**src/rtl/prbs_err_counter.sv**
```systemverilog
// Saturating error counter; a clear in the same cycle as an increment wins.
module prbs_err_counter #(
  parameter int ERR_W = 16
) (
  input  logic             clk,
  input  logic             rst_n,
  input  logic             inc_i,
  input  logic             clr_i,
  output logic [ERR_W-1:0] cnt_o
);

  logic [ERR_W-1:0] cnt_q, cnt_d;

  always_comb begin
    cnt_d = cnt_q;
    if (clr_i)                    cnt_d = '0;
    else if (inc_i && ~&cnt_q)    cnt_d = cnt_q + ERR_W'(1);
  end

  always_ff @(posedge clk or negedge rst_n) begin
    if (!rst_n) cnt_q <= '0;
    else        cnt_q <= cnt_d;
  end

  assign cnt_o = cnt_q;

endmodule

```
**config.mk**
```make
export PLATFORM = sky130hd
export DESIGN_NAME = prbs_err_counter
export DESIGN_NICKNAME = d
export VERILOG_FILES = /design/src/rtl/prbs_err_counter.sv
export SDC_FILE = /design/constraint.sdc
export NUM_CORES = 1
export LEC_CHECK = 0
export ABC_AREA = 1
export CAP_MARGIN = 15
export CORE_MARGIN = 5
export CORE_UTILIZATION = 60
export DETAILED_ROUTE_END_ITERATION = 10
export DONT_BUFFER_PORTS = 1
export PLACE_DENSITY_LB_ADDON = 0.1
export SYNTH_ARGS = -nofsm -noshare
export SYNTH_HDL_FRONTEND = slang
export SYNTH_SLANG_ARGS = --single-unit
```
**constraint.sdc**
```tcl
create_clock -name clk -period 2.15 [get_ports clk]
set_input_delay 0.43 -clock clk [delete_from_list [all_inputs] [get_ports clk]]
set_output_delay 0.43 -clock clk [all_outputs]
set_load 0.005 [all_outputs]
```
# Yosys cells after proc, flatten, opt, wreduce, memory -nomap -nowiden

Cells that the tools add are included.

Register bits: 16
Input bits: 4
Output and inout port bits: 16
Word-level logic and storage cells: 8

$add $sub $neg: 1
Muxes and demuxes: 2
Reductions and logical operators: 4

Operators with widths:

| kind                                           | count |
|---|---|
| two-way mux 16 bit                             | 2 |
| adder 16 x 1 -> 16 bit (second input constant) | 1 |
| AND reduction 16 bit                           | 1 |
| nonzero test 2 bit                             | 1 |
| logical AND 1 bit                              | 1 |
| zero test 1 bit                                | 1 |

# Longest topological paths before layout

Gate-level depths: netlist (run 1).

Depth after elaboration: 5
Gate-level depth with buffers: 10
Mapped depth without buffers: 9

# Least setup slack after synthesis (run 1)

Ideal clock, no wire load.

Kind: register -> register
Start point: reg cnt_q[0], in the netlist cnt_o[0]
End point: reg cnt_q[9], in the netlist cnt_o[9]
Setup time: 117 ps
Data arrival time: 1,391 ps
Data required time: 2,033 ps
Slack: 642 ps
Stages on the path, launching flop included: 11
Path buffers: 1
Period minus slack after synthesis: 1,508 ps
Path through: dfrtp_1 -> ha_1 -> nand2_1 -> nor2_4 -> nand2_2 -> nor2_4 -> o21ai_2 -> inv_2 -> buf_6 -> nand2_1 -> nand2_1

Word-level cells in the longest chain between the ends: 4
Elaborated cells between the ends (all ways): 7
Classes of those cells: add/sub: 1; mux: 2; reduce/logical: 4

RTL lines:

| what                                                           | RTL line | RTL |
|---|---|---|
| start: declaration                                             | 12       | `logic [ERR_W-1:0] cnt_q, cnt_d;` |
| start signal: assignment                                       | 22       | `else cnt_q <= cnt_d;` |
| branches (longest 4 deep; another with adder 16 x 1 -> 16 bit) | --       |  |

Parallel ways; which one is timed is not known. The select of a mux whose other input is x is not followed.
A chain may end at the register's enable or synchronous reset.

# Worst setup path in the final report (run 1)

Start point: reg cnt_q[0], in the netlist cnt_o[0]
End point: reg cnt_q[1], in the netlist cnt_o[1]

The elaborated chain is that of the path after synthesis.

==> run summary, run 1 <==
Clock transition at path regs - 0.10 ns
Critical Path Start Type - flop
HP Class - in2reg
Final HPWL DP - 1590 um
Setup violators final - 0
Residual DRC - 0
Syn_nets - 151
Via count - 921
Worst Slack Setup Final - 0.476 ns
Critical R2R Launch - cnt_o[0]
Total GRT Usage - 17.2%
Share of layout cells above drive strength 1 - 8.72%
Vias in the first global route - 790
Largest fanout on the critical path - 11
Fmax - 597 MHz
Max Root-Sink Buffers - 2
Post-CTS Setup Inserts - 0
Rows - 14
Final worst clock skew - 0.00464 ns
Pre-CTS WS - 0.485 ns
Synth top area share - 39.8%
Tmin final - 1.67 ns
FF-to-FF path depth - 9
CTS tree - done
Clk Latency, worst-skew pair - 0.30 ns
Critical path class - reg2reg
TritonCTS Buffers - 3
# IOs - 20
Slew headroom - 52.3%
# clock sinks - 16
Maxcap violations - 0
Global-route wire length before repair - 3520 um
Status - complete, no violations
DR pass1 iterations - 5
Drt initial violations - 18
Post-synth top area cell - dfrtp_1
Die area - 0.00260 mm^2
Post-place instance area - 0.00101 mm^2
CTS root buffer - clkbuf_4
Distinct cells, synth - 22
Core ar. - 0.00154 mm^2
Critical Path RT - 2.35 ns
PwrDens - 518 mW/mm^2
RSZ-0062 raised after global routing - false
End of the worst register-to-register path - cnt_o[1]
Cell Area, Synth - 0.00101 mm^2
Synth area leaders - dfrtp_1 40%, nand2_1 19%, nor2_1 7.8%, nand3_1 6.5%, inv_1 3.7%
Worst VDD drop - 0.358 mV
Max FFs per register - 16
EDFF count, synth - 0
YS warnings - 0
Vias/cell - 5.58
Hold Path Depth - 3
Async S/R FF share, synth - 100%
Finished Cell Area - 0.00106 mm^2
Initial antenna violation count - 0
Avg Cell Area, Syn - 6.90 um^2
Wire per inst - 13.4 um
Commonest cells in the netlist - 52 x nand2_1, 21 x nor2_1, 16 x dfrtp_1
Number of diodes - 0
H-tree depth - 1
Pleak - 0.473 nW
Routed Antenna Nets - 0
Post-Route WL - 2210 um
Synth Register Bits - 16
Max Slew Vio Count - 0
Sequential-to-total area share from yosys stat - 39.8%
Largest net degree at the start of global routing - 17
Count leader, synth - nand2_1
Area delta synth->final - 5.09%
Input/output buffers - 0
Final hold vios - 0
CP endpoint kind - flop
Hold worst-path end - cnt_o[7]
Worst Path Arrival - 1.87 ns
Nets - 155
Synthesized instance count - 146
Initial core utilization - 65.3%
Fin Setup TNS - 0 ns
Dominant synthesized flop cell - dfrtp_1
FF-to-FF setup slack - 0.48 ns
RePlAce Congestion - 0.862
Final period util - 77.9%
Die width - 51.0 um
Worst-Margin Slew - 0.713 ns
Hold path start - clr_i
Total grt overflow - 0
Die H - 51.0 um
==> area by class of cell <==
cell class / count / area (um^2)
Multi-Input combinational cell: 115 / 543
Tap cell: 16 / 20.0
Inverter: 13 / 48.8
Timing Repair Buffer: 1 / 10.0
Clock buffer: 4 / 36.3
Sequential cell: 16 / 400
Fill cell: 141 / 483
==> critical path: stages, from the launching register on <==
cell and delay, ns:
dfrtp_1 0.43, ha_1 0.22, nand2_1 0.13, nor2_4 0.06, nand2_2 0.11, nor2_4 0.06
o21ai_2 0.25, inv_2 0.17, nand2_1 0.09, nand2_1 0.05
==> per-stage QoR <==
| step | hold slack, ns | power [mW] | util, % | cells |
|---|---|---|---|---|
| floorplan | 0.134 | 0.334 | - | 146 |
| global placement | 0.135 | 0.336 | 65.7 | 160 |
| detailed placement | 0.135 | 0.337 | 65.7 | 160 |
| CTS | 0.288 | 0.545 | 68.7 | 165 |
| global route | 0.275 | 0.570 | 68.7 | 165 |
| finish | 0.278 | 0.549 | 68.7 | 165 |
==> layer usage <==
| layer | vias up | global-route usage (%) | routed length [um] |
|---|---|---|---|
| met5 | - | 0 | 0 |
| met4 | 0 | 6.81 | 34 |
| met3 | 5 | 2.62 | 160 |
| met2 | 31 | 27.3 | 1020 |
| met1 | 414 | 23.4 | 986 |
| li1 | 471 | - | - |
==> repair_timing <==
action,CTS,global route
hold buffers,1,0
hold endpoints to repair,16,0
gates resized for setup,0,0
==> cells by family (layout without fill, tap and decap cells) <==
family,after synthesis,count (layout),share of synthesized area (%)
and+or+nand+nor,101,101,44.5
DFF,16,16,39.8
buffers and inverters,15,18,6.34
AOI/OAI and AO/OA,10,10,5.59
xor gates and xnor gates,3,3,2.61
adders and majority gates,1,1,1.24
==> cells in the final DEF (no fill, tap or decap), drive strengths merged, types with 2 or more instances in the layout <==
cell type	n
nor3	2
inv	12
a21oi	5
clkbuf	4
nand3b	2
o21ai	4
dfrtp	16
nor2	25
nand3	13
xnor2	3
nand4	5
nand2	54
==> where the power goes <==
group | internal, mW | total (mW) | switching [mW]
Sequential | 0.304 | 0.308 | 0.00394
Combinational | 0.00716 | 0.0301 | 0.0230
Clock | 0.103 | 0.211 | 0.107
==> worst max path at each step <==
stage	depth (start not counted)	start	endpoint
finish	9	cnt_o[0]	cnt_o[1]
global route	9	cnt_o[0]	cnt_o[15]
CTS	9	cnt_o[0]	cnt_o[10]
detailed placement	9	cnt_o[0]	cnt_o[10]
global placement	9	cnt_o[0]	cnt_o[15]
floorplan	10	cnt_o[0]	cnt_o[9]
(Power assumes the default switching activity.)
==> run 2, diff against run 1 <==
clock period = 1.7 ns   (was 2.15 ns; I/O delays follow)
==> run 2 against run 1 <==
Compared with the run above:
- worst hold slack lost 0.072 ns
- critical path type unchanged
- first-iteration DRC count is 22% higher
- power rose by 25%
- sequential share of layout area shrank 1.5 points
- highest routed layer unchanged
==> run summary, run 2 (synthesized netlist as in run 1, its figures left out) <==
Status - complete, no violations
Flop pwr share - 56.8% (+0.7 points)
Slew headroom - 51.3% (-1.0 points)
Die area - 0.00260 mm^2 (unchanged)
CTS root buffer - clkbuf_4
# clock sinks - 16 (unchanged)
Critical Path Start Type - flop
Final worst clock skew - 0.00290 ns (-0.00174 ns)
Worst-Margin Slew - 0.729 ns (+0.0156 ns)
Total power - 0.686 mW (+25%)
Fmax - 636 MHz (+6.5%)
RSZ-0062 raised after global routing - false
Clk Latency, worst-skew pair - 0.29 ns (about the same)
CTS tree - done
Number of fill cells - 127 (-9.9%)
Core ar. - 0.00154 mm^2 (unchanged)
Largest net degree at the start of global routing - 17 (unchanged)
Clk pwr share - 36.4% (-2.0 points)
P_sw - 0.156 mW (+16%)
Max Root-Sink Buffers - 2 (unchanged)
Area of the multi-input gates - 561 um^2 (+3.2%)
Fin Setup TNS - 0 ns (unchanged)
Drt initial violations - 22 (+4)
End of the worst register-to-register path - cnt_o[0]
Die width - 51.0 um (unchanged)
Worst VDD drop - 0.470 mV (+32%)
Die H - 51.0 um (unchanged)
Largest fanout on the critical path - 6 (-5)
Final hold vios - 0 (unchanged)
Residual DRC - 0 (unchanged)
FF/Latch Area - 400 um^2 (unchanged)
Post-Route WL - 2270 um (+3.1%)
HP Class - in2reg
Number of diodes - 0 (unchanged)
Nets - 158 (+1.9%)
Max Slew Vio Count - 0 (unchanged)
Finished Cell Area - 0.00110 mm^2 (+4.0%)
Maxcap violations - 0 (unchanged)
Rows - 14 (unchanged)
Final period util - 92.5% (+15 points)
Vias/cell - 5.73 (+2.7%)
Wire per inst - 13.5 um (+1.2%)
Clock transition at path regs - 0.09 ns (about the same)
Area delta synth->final - 9.32%
RePlAce Congestion - 0.942 (+9.3%)
Routed Antenna Nets - 0 (unchanged)
Final HPWL DP - 1690 um (+5.8%)
Critical path class - reg2reg
FF-to-FF setup slack - 0.13 ns (-0.35 ns)
CP Capture Point - cnt_o[0]
Total grt overflow - 0 (unchanged)
H-tree depth - 1 (unchanged)
PwrDens - 623 mW/mm^2 (+20%)
Critical Path RT - 1.87 ns (-0.48 ns)
TritonCTS Buffers - 3 (unchanged)
Cells after DPL - 163 (+1.9%)
Global-route wire length before repair - 3920 um (+11%)
Max FFs per register - 16 (unchanged)
Most frequent cells in the layout - 51 x nand2_1, 21 x nor2_1, 16 x dfrtp_1, 13 x nand3_1, 10 x inv_1
Switching Fraction - 22.8% (-1.7 points)
Share of layout cells above drive strength 1 - 11.8% (+3.1 points)
Setup violators final - 0 (unchanged)
Pleak - 0.502 nW (+6.3%)
Post-place instance area - 0.00103 mm^2 (+2.2%)
Tmin final - 1.57 ns (-0.102 ns)
Total GRT Usage - 19.5% (+2.3 points)
Critical R2R Launch - cnt_o[1]
CP endpoint kind - flop
Via count - 963 (+4.6%)
Fin util - 71.4% (+2.8 points)
Leading cell type in the layout, fill and taps excluded - nand2_1
Initial antenna violation count - 0 (unchanged)
# IOs - 20 (unchanged)
Initial core utilization - 65.3% (unchanged)
Combinational fraction of design power - 6.8% (+1.3 points)
Internal Power - 0.530 mW (+28%)
FF-to-FF path depth - 9 (unchanged)
Input/output buffers - 0 (unchanged)
Vias in the first global route - 893 (+13%)
Final Non-Filler Cells - 168 (+1.8%)
DR pass1 iterations - 4 (-1)
Worst Path Arrival - 1.74 ns (-0.13 ns)
Crit path launch - cnt_o[1]
## run 2: how the worst min path moves through the flow
stage                      from  slack, ns  endpoint  cells after the start
after floorplan           rst_n       0.04  cnt_o[0]                      0
after global placement    rst_n       0.04  cnt_o[7]                      0
after detailed placement  rst_n       0.04  cnt_o[7]                      0
after CTS                 clr_i       0.21  cnt_o[7]                      3
after global routing      clr_i       0.20  cnt_o[7]                      3
final                     clr_i       0.21  cnt_o[7]                      3
## run 2: what timing repair did
item,in CTS,in global routing
gates resized for setup,0,5
hold endpoints to repair,16,0
setup buffers,0,0
endpoints found under the setup margin,0,15
hold buffers,1,0
## run 2: cell type report
| type | count | area share (%) |
|---|---|---|
| Clock buffer | 4 | 3.30 |
| Inverter | 13 | 4.66 |
| Multi-Input combinational cell | 115 | 50.9 |
| Tap cell | 16 | 1.82 |
| Timing Repair Buffer | 4 | 2.95 |
| Sequential cell | 16 | 36.4 |
## run 2: per-stage QoR
step | hold WS, ns | setup WS, ns
after detailed placement | 0.0448 | 0.0778
after global routing | 0.200 | 0.00529
after floorplan | 0.0444 | 0.192
after global placement | 0.0448 | 0.150
after CTS | 0.207 | 0.0681
final | 0.206 | 0.128
## run 2: power groups by stage
stage | clock network, mW | logic [mW] | registers, mW
2_1_floorplan | 0 | 0.0260 | 0.396
3_3_place_gp | 0 | 0.0345 | 0.397
3_5_place_dp | 0 | 0.0343 | 0.397
4_1_cts | 0.258 | 0.0440 | 0.390
5_1_grt | 0.283 | 0.0529 | 0.390
6_report | 0.250 | 0.0468 | 0.390
## run 2: per-layer routing
| metal | wire (um) | track usage [%] |
|---|---|---|
| met2 | 1090 | 31.8 |
| met3 | 160 | 4.36 |
| met4 | 40 | 7.66 |
| met5 | 0 | 0 |
| met1 | 980 | 24.9 |
## run 2: worst max-delay path, stage by stage (launching register included)
cell	delay, ns
dfrtp_1	0.42
ha_2	0.21
nand2_2	0.08
nor2_4	0.16
nand2_4	0.09
nor2_4	0.15
nor2_2	0.05
buf_4	0.16
nand3_1	0.06
o21ai_1	0.08
==> run 3, diff against run 2 <==
CORE_UTILIZATION = 35   (was 60)
==> run 3 against run 2 <==
Compared with the run above:
- wire length is 6.2% higher
- largest power group unchanged
- largest cell class unchanged
- via count is 4.2% lower
- sequential power hardly changed
- highest routed layer unchanged
- flip-flop and latch count stayed put
- combinational power is 9.6% higher
==> run summary, run 3 (synthesized netlist as in run 1, its figures left out) <==
Via count - 923 (-4.2%)
Number of diodes - 0 (unchanged)
Critical Path Start Type - flop
Drt initial violations - 52 (+140%)
Core ar. - 0.00276 mm^2 (+79%)
FF-to-FF path depth - 9 (unchanged)
CTS tree - done
Max Root-Sink Buffers - 2 (unchanged)
Nets - 160 (+1.3%)
PwrDens - 626 mW/mm^2 (+0.53%)
Cells after DPL - 180 (+10%)
Share of layout cells above drive strength 1 - 12.3% (+0.50 points)
TritonCTS Buffers - 3 (unchanged)
Finished Cell Area - 0.00113 mm^2 (+2.8%)
Residual DRC - 0 (unchanged)
Leading cell type in the layout, fill and taps excluded - nand2_1
# clock sinks - 16 (unchanged)
Largest net degree at the start of global routing - 17 (unchanged)
Final Non-Filler Cells - 185 (+10%)
Clock transition at path regs - 0.10 ns (about the same)
Post-place instance area - 0.00107 mm^2 (+3.3%)
Wire per inst - 13.0 um (-3.6%)
Vias in the first global route - 925 (+3.6%)
Clk Latency, worst-skew pair - 0.30 ns (about the same)
Status - complete, no violations
Fin Setup TNS - 0 ns (unchanged)
H-tree depth - 1 (unchanged)
Critical R2R Launch - cnt_o[0]
Tmin final - 1.53 ns (-0.0429 ns)
Worst VDD drop - 0.375 mV (-20%)
Critical Path RT - 1.90 ns (+0.03 ns)
Initial core utilization - 36.5% (-29 points)
Number of fill cells - 302 (+140%)
Total grt overflow - 0 (unchanged)
Max FFs per register - 16 (unchanged)
Most frequent cells in the layout - 51 x nand2_1, 21 x nor2_1, 16 x dfrtp_1, 13 x nand3_1, 10 x inv_1
Final hold vios - 0 (unchanged)
Final HPWL DP - 1920 um (+14%)
RePlAce Congestion - 0.769 (-18%)
Fmax - 654 MHz (+2.8%)
Final period util - 89.9% (-2.5 points)
Input/output buffers - 0 (unchanged)
Worst Path Arrival - 1.73 ns (about the same)
Hold worst-path end - cnt_o[7]
Largest fanout on the critical path - 11 (+5)
Final worst clock skew - 0.00297 ns (+0.0000667 ns)
Die H - 63.6 um (+25%)
Pleak - 0.502 nW (about the same)
Global-route wire length before repair - 4430 um (+13%)
# IOs - 20 (unchanged)
Slew headroom - 50.1% (-1.2 points)
Vias/cell - 4.99 (-13%)
FF-to-FF setup slack - 0.17 ns (+0.04 ns)
Total power - 0.709 mW (+3.4%)
HP Class - in2reg
DR pass1 iterations - 4 (unchanged)
Initial antenna violation count - 0 (unchanged)
Total GRT Usage - 13.7% (-5.8 points)
End of the worst register-to-register path - cnt_o[3]
Rows - 19 (+5)
Post-Route WL - 2410 um (+6.2%)
CTS root buffer - clkbuf_4
Max Slew Vio Count - 0 (unchanged)
Die area - 0.00405 mm^2 (+56%)
Maxcap violations - 0 (unchanged)
CP endpoint kind - flop
Setup violators final - 0 (unchanged)
Die width - 63.6 um (+25%)
Worst-Margin Slew - 0.746 ns (+0.0177 ns)
RSZ-0062 raised after global routing - false
Area delta synth->final - 12.4%
Hold Path Depth - 3 (unchanged)
Routed Antenna Nets - 0 (unchanged)
Hold path start - clr_i
Critical path class - reg2reg
[run 3: metal layers]
metal	share of wire, %	vias up	track usage [%]
met3	5.0	5	3.91
met5	0	-	0
met1	46	414	17.6
met2	47	18	21.4
li1	-	486	-
met4	1.9	0	5.45
[run 3: through the flow]
stage               util (%)  worst slack [ns]  hold WS (ns)
finish                  41.1             0.171         0.192
global route            41.1            0.0227         0.188
CTS                     40.4            0.0574         0.186
detailed placement      38.7            0.0722        0.0449
global placement        38.7            0.0953        0.0449
floorplan                  -             0.192        0.0444
[run 3: timing repair]
item	in CTS	in global routing
resized for setup	0	4
hold endpoints to repair	16	0
setup buffers	0	0
endpoints found under the setup margin	0	12
hold buffers	1	0
[run 3: worst max-delay path by stage]
| stage | slack [ns] | depth (start not counted) | endpoint | from |
|---|---|---|---|---|
| 2_1_floorplan | 0.19 | 10 | cnt_o[9] | cnt_o[0] |
| 3_3_place_gp | 0.1 | 9 | cnt_o[15] | cnt_o[0] |
| 3_5_place_dp | 0.07 | 9 | cnt_o[5] | cnt_o[0] |
| 4_1_cts | 0.06 | 9 | cnt_o[5] | cnt_o[0] |
| 5_1_grt | 0.02 | 8 | cnt_o[15] | cnt_o[13] |
| 6_report | 0.17 | 9 | cnt_o[3] | cnt_o[0] |
[run 3: cell type report]
class | count | area, um^2 | area share (%)
Inverter | 13 | 51.3 | 4.53
Sequential cell | 16 | 400 | 35.4
Multi-Input combinational cell | 115 | 558 | 49.3
Clock buffer | 4 | 36.3 | 3.20
Timing Repair Buffer | 6 | 47.5 | 4.20
Tap cell | 31 | 38.8 | 3.43
[run 3: critical path: stages, from the launching register on]
cell	delay, ns
dfrtp_1	0.40
ha_1	0.21
nand2_1	0.13
nor2_4	0.06
nand2_2	0.11
nor2_4	0.07
o21ai_4	0.22
inv_4	0.11
nand2_1	0.07
nand2_1	0.05
[run 3: report_power, final]
group          total, mW  switching [mW]  internal [mW]
Sequential         0.387         0.00280          0.384
Combinational     0.0513          0.0347         0.0165
Clock              0.271           0.140          0.131
Total              0.709           0.178          0.532
